<file path="config.mk">
export PLATFORM = sky130hd
export DESIGN_NAME = cnic_tx_packetizer
export DESIGN_NICKNAME = d
export VERILOG_FILES = /design/src/rtl/cnic_tx_packetizer.sv
export SDC_FILE = /design/constraint.sdc
export NUM_CORES = 1
export LEC_CHECK = 0
export ABC_AREA = 1
export BUFFER_PORTS_ARGS = -buffer_cell sky130_fd_sc_hd__buf_2
export CORE_MARGIN = 2
export CORE_UTILIZATION = 35
export CTS_CLUSTER_SIZE = 10
export DETAILED_ROUTE_END_ITERATION = 10
export GPL_ROUTABILITY_DRIVEN = 0
export GPL_TIMING_DRIVEN = 0
export PLACE_DENSITY = 0.62
export SLEW_MARGIN = 20
export SYNTH_ARGS = -nofsm -noshare
export SYNTH_HDL_FRONTEND = slang
export SYNTH_SLANG_ARGS = --single-unit
</file>
<file path="constraint.sdc">
create_clock -name clk -period 2.7 [get_ports clk]
set_clock_uncertainty 0.15 [all_clocks]
set_input_delay 0.54 -clock clk [delete_from_list [all_inputs] [get_ports clk]]
set_output_delay 0.54 -clock clk [all_outputs]
set_load 0.05 [all_outputs]
</file>
<file path="src/rtl/cnic_tx_packetizer.sv">
// -----------------------------------------------------------------------------
// cnic_tx_packetizer
//
// Transmit-side packetizer that sits directly in front of the flit packer.
// It accepts one packet request (destination and length), then takes one
// payload word per flit from the local core. For each word it presents a
// registered flit bundle to the packer. The bundle carries the payload, the
// flit type, a running sequence number, the destination and the source.
// The packer reflects its link status back. While a flit is held
// unconsumed, the bundle stays frozen and no new word is taken.
//
// Ports
//   clk, rst          single clock, synchronous active-high reset
//   src_id            this node's coordinates (captured per packet)
//   req_valid/ready   packet request handshake
//   req_dest          destination coordinates of the requested packet
//   req_len_m1        flits in the packet minus one (1..16 flits)
//   wr_valid/ready    payload word handshake
//   wr_data           payload word
//   payload           flit payload to packer
//   flit_type         00 BODY, 01 HEAD, 10 TAIL, 11 SINGLE
//   pack_enable       flit bundle valid
//   dest, src         destination / source of the current packet
//   SN_out            per-flit sequence number (wraps 31 -> 0 across packets)
//   link_status       1 = the flit presented this cycle is consumed
//   busy              a packet is in progress
//   pkt_done          one-cycle pulse after the last flit is consumed
// -----------------------------------------------------------------------------
module cnic_tx_packetizer #(
    parameter int PAYLOAD_WIDTH   = 32,
    parameter int FLIT_TYPE_WIDTH = 2,
    parameter int XY_WIDTH        = 2
) (
    input  logic                       clk,
    input  logic                       rst,
    input  logic [2*XY_WIDTH-1:0]      src_id,
    input  logic                       req_valid,
    output logic                       req_ready,
    input  logic [2*XY_WIDTH-1:0]      req_dest,
    input  logic [3:0]                 req_len_m1,
    input  logic                       wr_valid,
    output logic                       wr_ready,
    input  logic [PAYLOAD_WIDTH-1:0]   wr_data,
    output logic [PAYLOAD_WIDTH-1:0]   payload,
    output logic [FLIT_TYPE_WIDTH-1:0] flit_type,
    output logic                       pack_enable,
    output logic [2*XY_WIDTH-1:0]      dest,
    output logic [2*XY_WIDTH-1:0]      src,
    output logic [4:0]                 SN_out,
    input  logic                       link_status,
    output logic                       busy,
    output logic                       pkt_done
);

    localparam logic [FLIT_TYPE_WIDTH-1:0] FT_BODY   = FLIT_TYPE_WIDTH'(0);
    localparam logic [FLIT_TYPE_WIDTH-1:0] FT_HEAD   = FLIT_TYPE_WIDTH'(1);
    localparam logic [FLIT_TYPE_WIDTH-1:0] FT_TAIL   = FLIT_TYPE_WIDTH'(2);
    localparam logic [FLIT_TYPE_WIDTH-1:0] FT_SINGLE = FLIT_TYPE_WIDTH'(3);

    typedef enum logic [1:0] {
        IDLE,
        SEND,
        DRAIN
    } state_t;

    state_t                      state;
    logic [3:0]                  len_m1;
    logic [3:0]                  idx;
    logic [2*XY_WIDTH-1:0]       cap_dest;
    logic [2*XY_WIDTH-1:0]       cap_src;
    logic [4:0]                  sn_cnt;

    logic                        free;
    logic                        req_fire;
    logic                        wr_fire;
    logic                        consume;
    logic [FLIT_TYPE_WIDTH-1:0]  next_type;

    // The output register can take a new flit when it is empty or when its
    // current flit leaves this cycle. Handshakes are masked during reset so
    // that nothing fires while the block is being cleared.
    assign free      = !pack_enable || link_status;
    assign req_ready = (state == IDLE) && !rst;
    assign wr_ready  = (state == SEND) && free && !rst;
    assign req_fire  = req_valid && req_ready;
    assign wr_fire   = wr_valid && wr_ready;
    assign consume   = pack_enable && link_status;
    assign busy      = (state != IDLE);

    // Flit type of the word about to be loaded, from its position in the packet.
    always_comb begin
        next_type = FT_BODY;
        if (len_m1 == 4'd0) begin
            next_type = FT_SINGLE;
        end else if (idx == 4'd0) begin
            next_type = FT_HEAD;
        end else if (idx == len_m1) begin
            next_type = FT_TAIL;
        end
    end

    // Packet FSM and registered flit bundle. The bundle only changes on a
    // word fire (new flit) or on consumption without a refill (valid drops).
    // Together with wr_ready being low during a stall, this keeps every
    // field frozen while the packer is backpressuring.
    always_ff @(posedge clk) begin
        if (rst) begin
            state       <= IDLE;
            len_m1      <= '0;
            idx         <= '0;
            cap_dest    <= '0;
            cap_src     <= '0;
            sn_cnt      <= '0;
            payload     <= '0;
            flit_type   <= FT_BODY;
            pack_enable <= 1'b0;
            dest        <= '0;
            src         <= '0;
            SN_out      <= '0;
            pkt_done    <= 1'b0;
        end else begin
            pkt_done <= 1'b0;

            case (state)
                IDLE: begin
                    if (req_fire) begin
                        cap_dest <= req_dest;
                        cap_src  <= src_id;
                        len_m1   <= req_len_m1;
                        idx      <= '0;
                        state    <= SEND;
                    end
                end
                SEND: begin
                    if (wr_fire && (idx == len_m1)) begin
                        state <= DRAIN;
                    end
                end
                DRAIN: begin
                    if (consume) begin
                        state    <= IDLE;
                        pkt_done <= 1'b1;
                    end
                end
                default: state <= IDLE;
            endcase

            if (wr_fire) begin
                payload     <= wr_data;
                flit_type   <= next_type;
                pack_enable <= 1'b1;
                dest        <= cap_dest;
                src         <= cap_src;
                SN_out      <= sn_cnt;
                sn_cnt      <= sn_cnt + 5'd1;
                idx         <= idx + 4'd1;
            end else if (consume) begin
                pack_enable <= 1'b0;
            end
        end
    end

endmodule

</file>
# Word-level counts from Yosys, hierarchy flattened
# Cells that the tools add are included.
# op_classes
addsub,2
eq_ne,6
muxes,13
n_bitwise,1
n_reduce_logical,21
# op_table
cell,n
$mux 2,6
$mux 4,3
$logic_not 4->1,2
$reduce_bool 2->1,4
$logic_and 1x1->1,7
$pmux 2 s3,1
$add 5x1->5 const B,1
$add 4x1->4 const B,1
$eq 4x4->1,1
$ne 2x2->1 const B,2
$reduce_and 2->1,2
$mux 1,3
$reduce_and 3->1,1
$eq 2x1->1 const B,1
$eq 2x2->1 const B,1
$logic_not 1->1,2
$logic_not 2->1,1
$ne 2x1->1 const B,1
$reduce_or 2->1,1
$logic_or 1x1->1,1
$not 1->1,1
# totals
register_bits,72
wordCells,56

# Longest topological paths before layout
# Gate-level depths: netlist of run 1.
# logic_depth
ltp_word,8
depth_mapped,8
depth_no_buf,7

# Worst setup path after synthesis of run 1
# Ideal clock, no wire load.
# synth_timing
path_type,register -> output
startpoint,register pack_enable
endpoint,output port wr_ready
arrival_ns,1.192
required_time_ns,2.010
setup_slack_ns,0.818
stages_incl_launch_ff,4
cell_sequence,dfxtp_1 nand2_1 nand3_2 inv_1
# synth_via
elab_chain_cells,4
# synth_lines
element,line,source
from (decl),46,"output logic pack_enable,"
from (signal assigned),116,pack_enable <= 1'b0;
from (signal assigned),151,pack_enable <= 1'b1;
from (signal assigned),158,pack_enable <= 1'b0;
$logic_not 1->1,82,assign free = !pack_enable || link_status;
$logic_or 1x1->1,82,
$logic_and 1x1->1 (2 in series),84,assign wr_ready = (state == SEND) && free && !rst;
to (decl),42,"output logic wr_ready,"
# Every way passes these cells.

# Worst setup path after layout of run 1
# layout_timing
startpoint,register state[1]
endpoint,output port req_ready
# layout_via
elab_chain_cells,2
# layout_lines
element,line,source
from (decl),66,state_t state;
from (signal assigned),108,state <= IDLE;
from (signal assigned),131,state <= SEND;
from (signal assigned),136,state <= DRAIN;
$logic_not 2->1,83,assign req_ready = (state == IDLE) && !rst;
$logic_and 1x1->1,83,
to (decl),38,"output logic req_ready,"
# Every way passes these cells.

==> flow_metrics.py, run 1 <==
metrics = {
    "timing": {
        "rsz0062_at_grt": "no",
        "timing.final.crit_share_pct": 77.5,
        "hold_viol_final": 0,
        "layout_min_cycle_time_ps": 2090,
        "finalMaxSlewViolations": 0,
        "tightest_slew_ps": 453,
        "max_freq_ghz": 0.478,
        "slew_headroom_pct": 69.8,
        "setup_violations": 0,
        "final.setup.tns_ps": 0,
    },
    "detailed_routing": {
        "drc": 0,
        "wl_mm": 7.00,
        "post_drt_wl_per_cell_um": 12.3,
        "postRouteAntennaNets": 0,
        "drt_first_pass_iters": 5,
        "routed_via_density": 4.58,
        "drtIter0Drc": 74,
        "num_vias": 2613,
    },
    "hold_path": {
        "min_to": "payload[16]",
        "hold_depth": 3,
        "hp-start": "wr_data[16]",
        "hp-class": "input port to flip-flop",
    },
    "flow_run": {
        "drv_cap": 0,
    },
    "setup_path": {
        "rr_endpoint": "state[0]",
        "startpoint_type": "flip-flop",
        "required_ps": 2010,
        "r2r_cells": 7,
        "worstSetupPathType": "flip-flop to output port",
        "r2r_slack_ps": 1180,
        "worst_ep_arrival_time_ps": 1400,
        "reg2reg_from": "state[1]",
        "crit_fanout": 10,
        "critPathCaptureType": "output port",
    },
    "clock_tree": {
        "cts_tree": "yes",
        "cts_max_path_buffers": 2,
        "clkLatencyLatePin_ps": 340,
        "clockRootBuffer": "clkbuf_8",
        "cts_hold_buf": 0,
        "cts_resized": 0,
        "cts.clk_slew.worst_paths_ps": 70,
        "cts_htree_levels": 3,
        "cts_buffers": 9,
        "clock-sinks": 72,
        "post_cts_buffers": 0,
    },
    "pwr": {
        "power_density_nw_per_um2": 728,
        "leakage_nw": 1.89,
        "ir_drop_mv": 0.356,
    },
    "floorplan": {
        "coreArea_um2": 7690,
        "start_util_pct": 36.1,
        "rows": 32,
        "boundaryPins": 101,
        "fp.dieH_um": 93.0,
        "die_w_um": 93.0,
        "dieArea_um2": 8660,
    },
    "grt": {
        "grt_max_degree": 13,
        "grt_pass1_vias": 2535,
        "grt.overflow.total": 0,
        "antenna_found_initial": 0,
        "grt_use_total_pct": 17.3,
        "grt_pass1_wl_mm": 11.8,
    },
    "synthesis": {
        "postSynthCellCount": 356,
        "netlist_area_um2": 2780,
        "ys_seq_area_share_pct": 51.9,
        "avgSynthCellArea_um2": 7.80,
        "ys_warn_count": 0,
        "ys_types": 22,
        "synth-seq-cells": 72,
        "syn_nets": 408,
    },
    "cells_and_area": {
        "utilization_pct": 47.5,
        "fin_nets": 517,
        "final_cell_mix": "127 x nand2_1, 109 x buf_2, 74 x nand3_1",
        "n_antenna_cell": 0,
        "syn2layout_area_growth_pct": 31.5,
        "final_common_cell": "nand2_1",
        "final_layout_size_suffix_gt1_share_pct": 29.9,
    },
    "run_status": {
        "status": "completed",
    },
    "placed_design": {
        "io_buffers": 98,
        "dp_hpwl_mm": 5.12,
    },
}
[cell families after synthesis]
kind of cell | share of synthesized area [%]
AO/OA/AOI/OAI | 4.51
XOR/XNOR | 0.631
adder cells (fa/ha/maj) | 1.35
buffers and inverters | 7.12
flip-flops | 51.9
AND/OR/NAND/NOR | 34.4
[routing by layer]
layer / share of wire, % / vias up / wire [µm] / global-route usage [%]
met5: 0 / - / 0 / 0
met4: 2.4 / 0 / 169 / 7.48
met3: 6.0 / 13 / 417 / 5.24
met2: 45 / 74 / 3180 / 28.0
met1: 46 / 1153 / 3230 / 21.4
li1: - / 1373 / - / -
[where the power goes]
group / internal, mW / switching [mW] / total [mW]
clock: 0.700 / 0.398 / 1.10
combinational: 0.112 / 0.296 / 0.408
sequential: 1.12 / 0.0321 / 1.15
[worst max path at each step]
stage / start / end / slack [ps]
global route: state[1] / req_ready / 510
global placement: link_status / wr_ready / 740
floorplan: pack_enable / wr_ready / 820
detailed placement: link_status / wr_ready / 740
finish: state[1] / req_ready / 610
CTS: state[1] / req_ready / 600
[worst max-delay path, stage by stage (launching register included)]
cell     delay, ps
dfxtp_1        360
nor2_1         130
inv_2           60
nor2_4         190
buf_2          310
[cells in the mapped netlist]
cell	number	area (µm²)
nor2_1	5	18.8
clkbuf_1	2	7.51
ha_1	3	37.5
nand4_4	1	21.3
inv_1	14	52.6
buf_2	11	55.1
nor2_4	3	33.8
buf_6	3	33.8
a21oi_1	15	75.1
buf_1	2	7.51
xor2_1	1	8.76
nand3_1	74	370
dfxtp_1	72	1440
or2_2	1	6.26
inv_2	3	11.3
o21ai_1	8	40.0
nand3_2	1	10.0
buf_4	4	30.0
nand2_1	127	477
nand4_1	3	18.8
o21ai_0	2	10.0
xnor2_1	1	8.76
[metrics by stage]
| stage | instances | power [mW] | setup slack, ps | hold WS, ps | cell area [µm²] |
|---|---|---|---|---|---|
| finish | 571 | 2.66 | 609 | 240 | 3650 |
| global route | 571 | 2.78 | 512 | 232 | 3650 |
| CTS | 571 | 2.69 | 598 | 224 | 3650 |
| detailed placement | 556 | 1.59 | 743 | 295 | 3390 |
| global placement | 556 | 1.58 | 743 | 290 | 3390 |
| floorplan | 356 | 1.47 | 818 | 277 | 2780 |
[state kept, by name, indices dropped and copies added (netlist names)]
register     count
SN_out           5
pkt_done         1
cap_dest         4
payload         32
pack_enable      1
idx              4
dest             4
len_m1           4
sn_cnt           5
cap_src          4
state            2
src              4
flit_type        2
[area by class of cell]
| class | count | area (µm²) |
|---|---|---|
| timing repair buffer | 98 | 490 |
| multi-input combinational | 245 | 1140 |
| tap | 102 | 128 |
| buffer | 22 | 134 |
| inverter | 17 | 63.8 |
| sequential | 72 | 1440 |
| fill | 808 | 4040 |
| clock buffer | 9 | 124 |
| clock inverter | 6 | 133 |
No activity file was read; power rests on OpenSTA's default activity.
==> run 2: changes to the inputs <==
==> constraint.sdc (replaced) <==
create_clock -name clk -period 1.98 [get_ports clk]
set_clock_uncertainty 0.15 [all_clocks]
set_input_delay 0.396 -clock clk [delete_from_list [all_inputs] [get_ports clk]]
set_output_delay 0.396 -clock clk [all_outputs]
set_load 0.05 [all_outputs]
==> flow_metrics.py, run 2 (synthesis results as in run 1) <==
metrics = {
    "hold_path": {
        "hold_depth": 3,
        "hp-class": "input port to flip-flop",
        "min_to": "payload[16]",
        "hp-start": "wr_data[16]",
    },
    "grt": {
        "grt_use_total_pct": 17.3,
        "antenna_found_initial": 0,
        "grt.overflow.total": 0,
        "grt_pass1_vias": 2535,
        "grt_pass1_wl_mm": 11.8,
        "grt_max_degree": 13,
    },
    "clock_tree": {
        "cts_buffers": 9,
        "cts.clk_slew.worst_paths_ps": 70,
        "cts_tree": "yes",
        "cts_max_path_buffers": 2,
        "clockRootBuffer": "clkbuf_8",
        "clkLatencyLatePin_ps": 340,
        "clock-sinks": 72,
        "cts_htree_levels": 3,
    },
    "setup_path": {
        "max_stage_delay_ps": 360,
        "crit_fanout": 10,
        "critPathCaptureType": "output port",
        "r2r_slack_ps": 460,
        "r2r_cells": 7,
        "required_ps": 1430,
        "cp_slowest_cell": "dfxtp_1",
        "crit_chain": "nor2_1 -> inv_2 -> nor2_4 -> buf_4",
        "reg2reg_from": "state[1]",
        "rr_endpoint": "state[0]",
        "worstSetupPathType": "flip-flop to output port",
        "worst_ep_arrival_time_ps": 1340,
        "startpoint_type": "flip-flop",
    },
    "cells_and_area": {
        "n_antenna_cell": 0,
        "final_cell_mix": "127 x nand2_1, 108 x buf_2, 74 x nand3_1",
        "fin_nets": 517,
        "final_cells": 571,
        "layout_top_registers": "payload (32), SN_out (5), sn_cnt (5)",
        "largest_register_ffs": 32,
        "syn2layout_area_growth_pct": 31.6,
        "postLayoutCellArea_um2": 3650,
        "top_register": "payload",
        "utilization_pct": 47.5,
        "final_common_cell": "nand2_1",
        "final_layout_size_suffix_gt1_share_pct": 29.9,
    },
    "timing": {
        "final.setup.tns_ps": 0,
        "finalMaxSlewViolations": 0,
        "setup_slack_ps": 96.4,
        "hold_viol_final": 0,
        "setup_violations": 0,
        "timing.final.crit_share_pct": 95.1,
        "tightest_slew_ps": 453,
        "rsz0062_at_grt": "no",
        "layout_min_cycle_time_ps": 1880,
        "holdWs_ps": 95.8,
        "slew_headroom_pct": 69.8,
        "max_freq_ghz": 0.531,
    },
    "floorplan": {
        "boundaryPins": 101,
        "dieArea_um2": 8660,
        "rows": 32,
        "fp.dieH_um": 93.0,
        "start_util_pct": 36.1,
        "die_w_um": 93.0,
        "coreArea_um2": 7690,
    },
    "placed_design": {
        "dp.cells": 556,
        "io_buffers": 98,
        "dp_hpwl_mm": 5.12,
        "place_area_um2": 3390,
        "preCtsSetupSlack_ps": 281,
    },
    "run_status": {
        "status": "completed",
    },
    "detailed_routing": {
        "postRouteAntennaNets": 0,
        "routed_via_density": 4.58,
        "num_vias": 2614,
        "wl_mm": 7.00,
        "drc": 0,
        "drt_first_pass_iters": 5,
        "drtIter0Drc": 74,
        "post_drt_wl_per_cell_um": 12.3,
    },
    "pwr": {
        "leakage_nw": 1.89,
        "ir_drop_mv": 0.486,
        "finalPower_mw": 3.63,
        "power_density_nw_per_um2": 993,
    },
    "flow_run": {
        "drv_cap": 0,
    },
}
[run 2: cell counts in the layout (fill, tap and decap cells not counted)]
Identical to the previous run, type by type.
[run 2: power breakdown]
part | total, mW | switching (mW) | internal (mW) | leakage, nW
sequential | 1.57 | 0.0438 | 1.53 | 0.586
clock | 1.50 | 0.542 | 0.955 | 0.125
combinational | 0.558 | 0.404 | 0.154 | 1.18
total | 3.63 | 0.990 | 2.64 | 1.89
[run 2: worst max-delay path by stage]
stage,startpoint,end
2_1_floorplan,pack_enable,wr_ready
3_3_place_gp,rst,flit_type[0]
3_5_place_dp,link_status,state[0]
4_1_cts,state[1],req_ready
5_1_grt,state[1],req_ready
6_report,state[1],req_ready
[run 2: layout make-up]
cell class | count | area, µm²
Buffer | 22 | 134
Clock buffer | 9 | 124
Clock inverter | 6 | 133
Fill cell | 807 | 4040
Inverter | 17 | 63.8
Multi-Input combinational cell | 245 | 1140
Sequential cell | 72 | 1440
Tap cell | 102 | 128
Timing Repair Buffer | 98 | 493
[run 2: worst max-delay path: cells and delay by family (launching register included)]
family                 cells  cell delay (ps)
AND/OR/NAND/NOR            2              330
flip-flops                 1              360
buffers and inverters      2              310
[run 2: timing repair]
item / in CTS / in global routing
resized for setup: 0 / 2
hold buffers: 0 / 0
buffers inserted: 0 / 0
endpoints found under the setup margin: 0 / 1
[run 2: layer usage]
| metal | wire [µm] | vias up | GRT usage [%] |
|---|---|---|---|
| li1 | - | 1373 | - |
| met1 | 3240 | 1154 | 21.4 |
| met2 | 3170 | 74 | 28.0 |
| met3 | 417 | 13 | 5.24 |
| met4 | 169 | 0 | 7.48 |
| met5 | 0 | - | 0 |
==> run 3: changes to the inputs <==
--- a/config.mk
+++ b/config.mk
@@ -8,13 +8,13 @@
 export ABC_AREA = 1
 export BUFFER_PORTS_ARGS = -buffer_cell sky130_fd_sc_hd__buf_2
 export CORE_MARGIN = 2
-export CORE_UTILIZATION = 35
+export CORE_UTILIZATION = 30
 export CTS_CLUSTER_SIZE = 10
 export DETAILED_ROUTE_END_ITERATION = 10
 export GPL_ROUTABILITY_DRIVEN = 0
 export GPL_TIMING_DRIVEN = 0
-export PLACE_DENSITY = 0.62
-export SLEW_MARGIN = 20
+export PLACE_DENSITY = 0.55
+export SLEW_MARGIN = 30
 export SYNTH_ARGS = -nofsm -noshare
 export SYNTH_HDL_FRONTEND = slang
 export SYNTH_SLANG_ARGS = --single-unit
==> constraint.sdc (replaced) <==
create_clock -name clk -period 1.98 [get_ports clk]
set_clock_uncertainty 0.15 [all_clocks]
set_input_delay 0.198 -clock clk [delete_from_list [all_inputs] [get_ports clk]]
set_output_delay 0.198 -clock clk [all_outputs]
set_load 0.05 [all_outputs]
==> flow_metrics.py, run 3 (synthesis results as in run 1) <==
metrics = {
    "timing": {
        "layout_min_cycle_time_ps": 1840,
        "finalMaxSlewViolations": 0,
        "rsz0062_at_grt": "no",
        "max_freq_ghz": 0.543,
        "timing.final.crit_share_pct": 93.0,
        "holdWs_ps": 96.5,
        "final.setup.tns_ps": 0,
        "setup_violations": 0,
        "tightest_slew_ps": 450,
        "slew_headroom_pct": 70.0,
        "hold_viol_final": 0,
    },
    "cells_and_area": {
        "largest_register_ffs": 32,
        "syn2layout_area_growth_pct": 49.0,
        "top_register": "payload",
        "final_cell_mix": "127 x nand2_1, 109 x buf_2, 74 x nand3_1",
        "layout_top_registers": "payload (32), SN_out (5), sn_cnt (5)",
        "n_antenna_cell": 0,
        "final_layout_size_suffix_gt1_share_pct": 27.1,
        "fin_nets": 563,
        "final_common_cell": "nand2_1",
        "utilization_pct": 45.4,
    },
    "clock_tree": {
        "clockRootBuffer": "clkbuf_8",
        "clock-sinks": 72,
        "clkLatencyLatePin_ps": 340,
        "cts_max_path_buffers": 2,
        "cts_htree_levels": 3,
        "post_cts_buffers": 0,
        "cts_buffers": 9,
        "cts.clk_slew.worst_paths_ps": 80,
        "cts_resized": 0,
        "cts_tree": "yes",
        "cts_hold_buf": 46,
    },
    "detailed_routing": {
        "postRouteAntennaNets": 0,
        "num_vias": 2793,
        "drt_first_pass_iters": 4,
        "routed_via_density": 4.45,
        "post_drt_wl_per_cell_um": 12.1,
        "drc": 0,
        "wl_mm": 7.57,
        "drtIter0Drc": 90,
    },
    "floorplan": {
        "start_util_pct": 30.5,
        "coreArea_um2": 9110,
        "boundaryPins": 101,
        "fp.dieH_um": 100,
        "die_w_um": 100,
        "rows": 35,
        "dieArea_um2": 10000,
    },
    "setup_path": {
        "r2r_slack_ps": 470,
        "crit_fanout": 3,
        "required_ps": 1630,
        "critPathCaptureType": "output port",
        "worstSetupPathType": "input port to output port",
        "startpoint_type": "input port",
        "worst_ep_arrival_time_ps": 1490,
    },
    "grt": {
        "grt_pass1_wl_mm": 12.3,
        "grt_pass1_vias": 2679,
        "grt_max_degree": 13,
        "grt.overflow.total": 0,
        "grt_use_total_pct": 15.6,
        "antenna_found_initial": 0,
    },
    "hold_path": {
        "hp-class": "input port to flip-flop",
    },
    "placed_design": {
        "dp_hpwl_mm": 5.13,
        "io_buffers": 98,
    },
    "pwr": {
        "power_density_nw_per_um2": 909,
        "ir_drop_mv": 0.396,
        "leakage_nw": 2.09,
    },
    "flow_run": {
        "drv_cap": 0,
    },
    "run_status": {
        "status": "completed",
    },
}
-- run 3: final timing paths --
kind,cells past startpoint,startpoint,endpoint
max,7,link_status,wr_ready
min,3,req_valid,cap_src[3]
max reg2reg,8,state[0],state[0]
min reg2reg,2,cap_src[1],src[1]
-- run 3: stage by stage --
stage	setup slack (ps)	cell area, µm²	instances	total power [mW]
after floorplan	297	2780	356	2.00
after global placement	447	3400	565	2.16
after detailed placement	439	3400	565	2.17
after CTS	137	4130	627	3.79
after global routing	70.3	4130	627	3.92
final	138	4130	627	3.76
-- run 3: layout make-up --
| class | count | area, µm² |
|---|---|---|
| sequential | 72 | 1440 |
| multi-input combinational | 245 | 1140 |
| timing repair buffer | 144 | 951 |
| clock inverter | 5 | 128 |
| inverter | 17 | 63.8 |
| clock buffer | 11 | 141 |
| fill | 931 | 4970 |
| buffer | 22 | 134 |
| tap | 111 | 139 |
-- run 3: power by group --
group / switching, mW / internal (mW)
clock network: 0.558 / 1.00
registers: 0.0440 / 1.53
logic: 0.416 / 0.211
total: 1.02 / 2.74
-- run 3: worst max-delay path, stage by stage --
cell and delay (ps):
dlygate4sd3_1 530, buf_2 110, inv_1 30, nand2_1 150
nand3_2 140, inv_1 70, buf_2 260
-- run 3: metal layers --
metal,track usage (%),vias up,wire (µm)
li1,-,1462,-
met1,18.7,1261,3430
met2,26.0,60,3670
met3,4.46,10,367
met4,6.53,0,97
met5,0,-,0
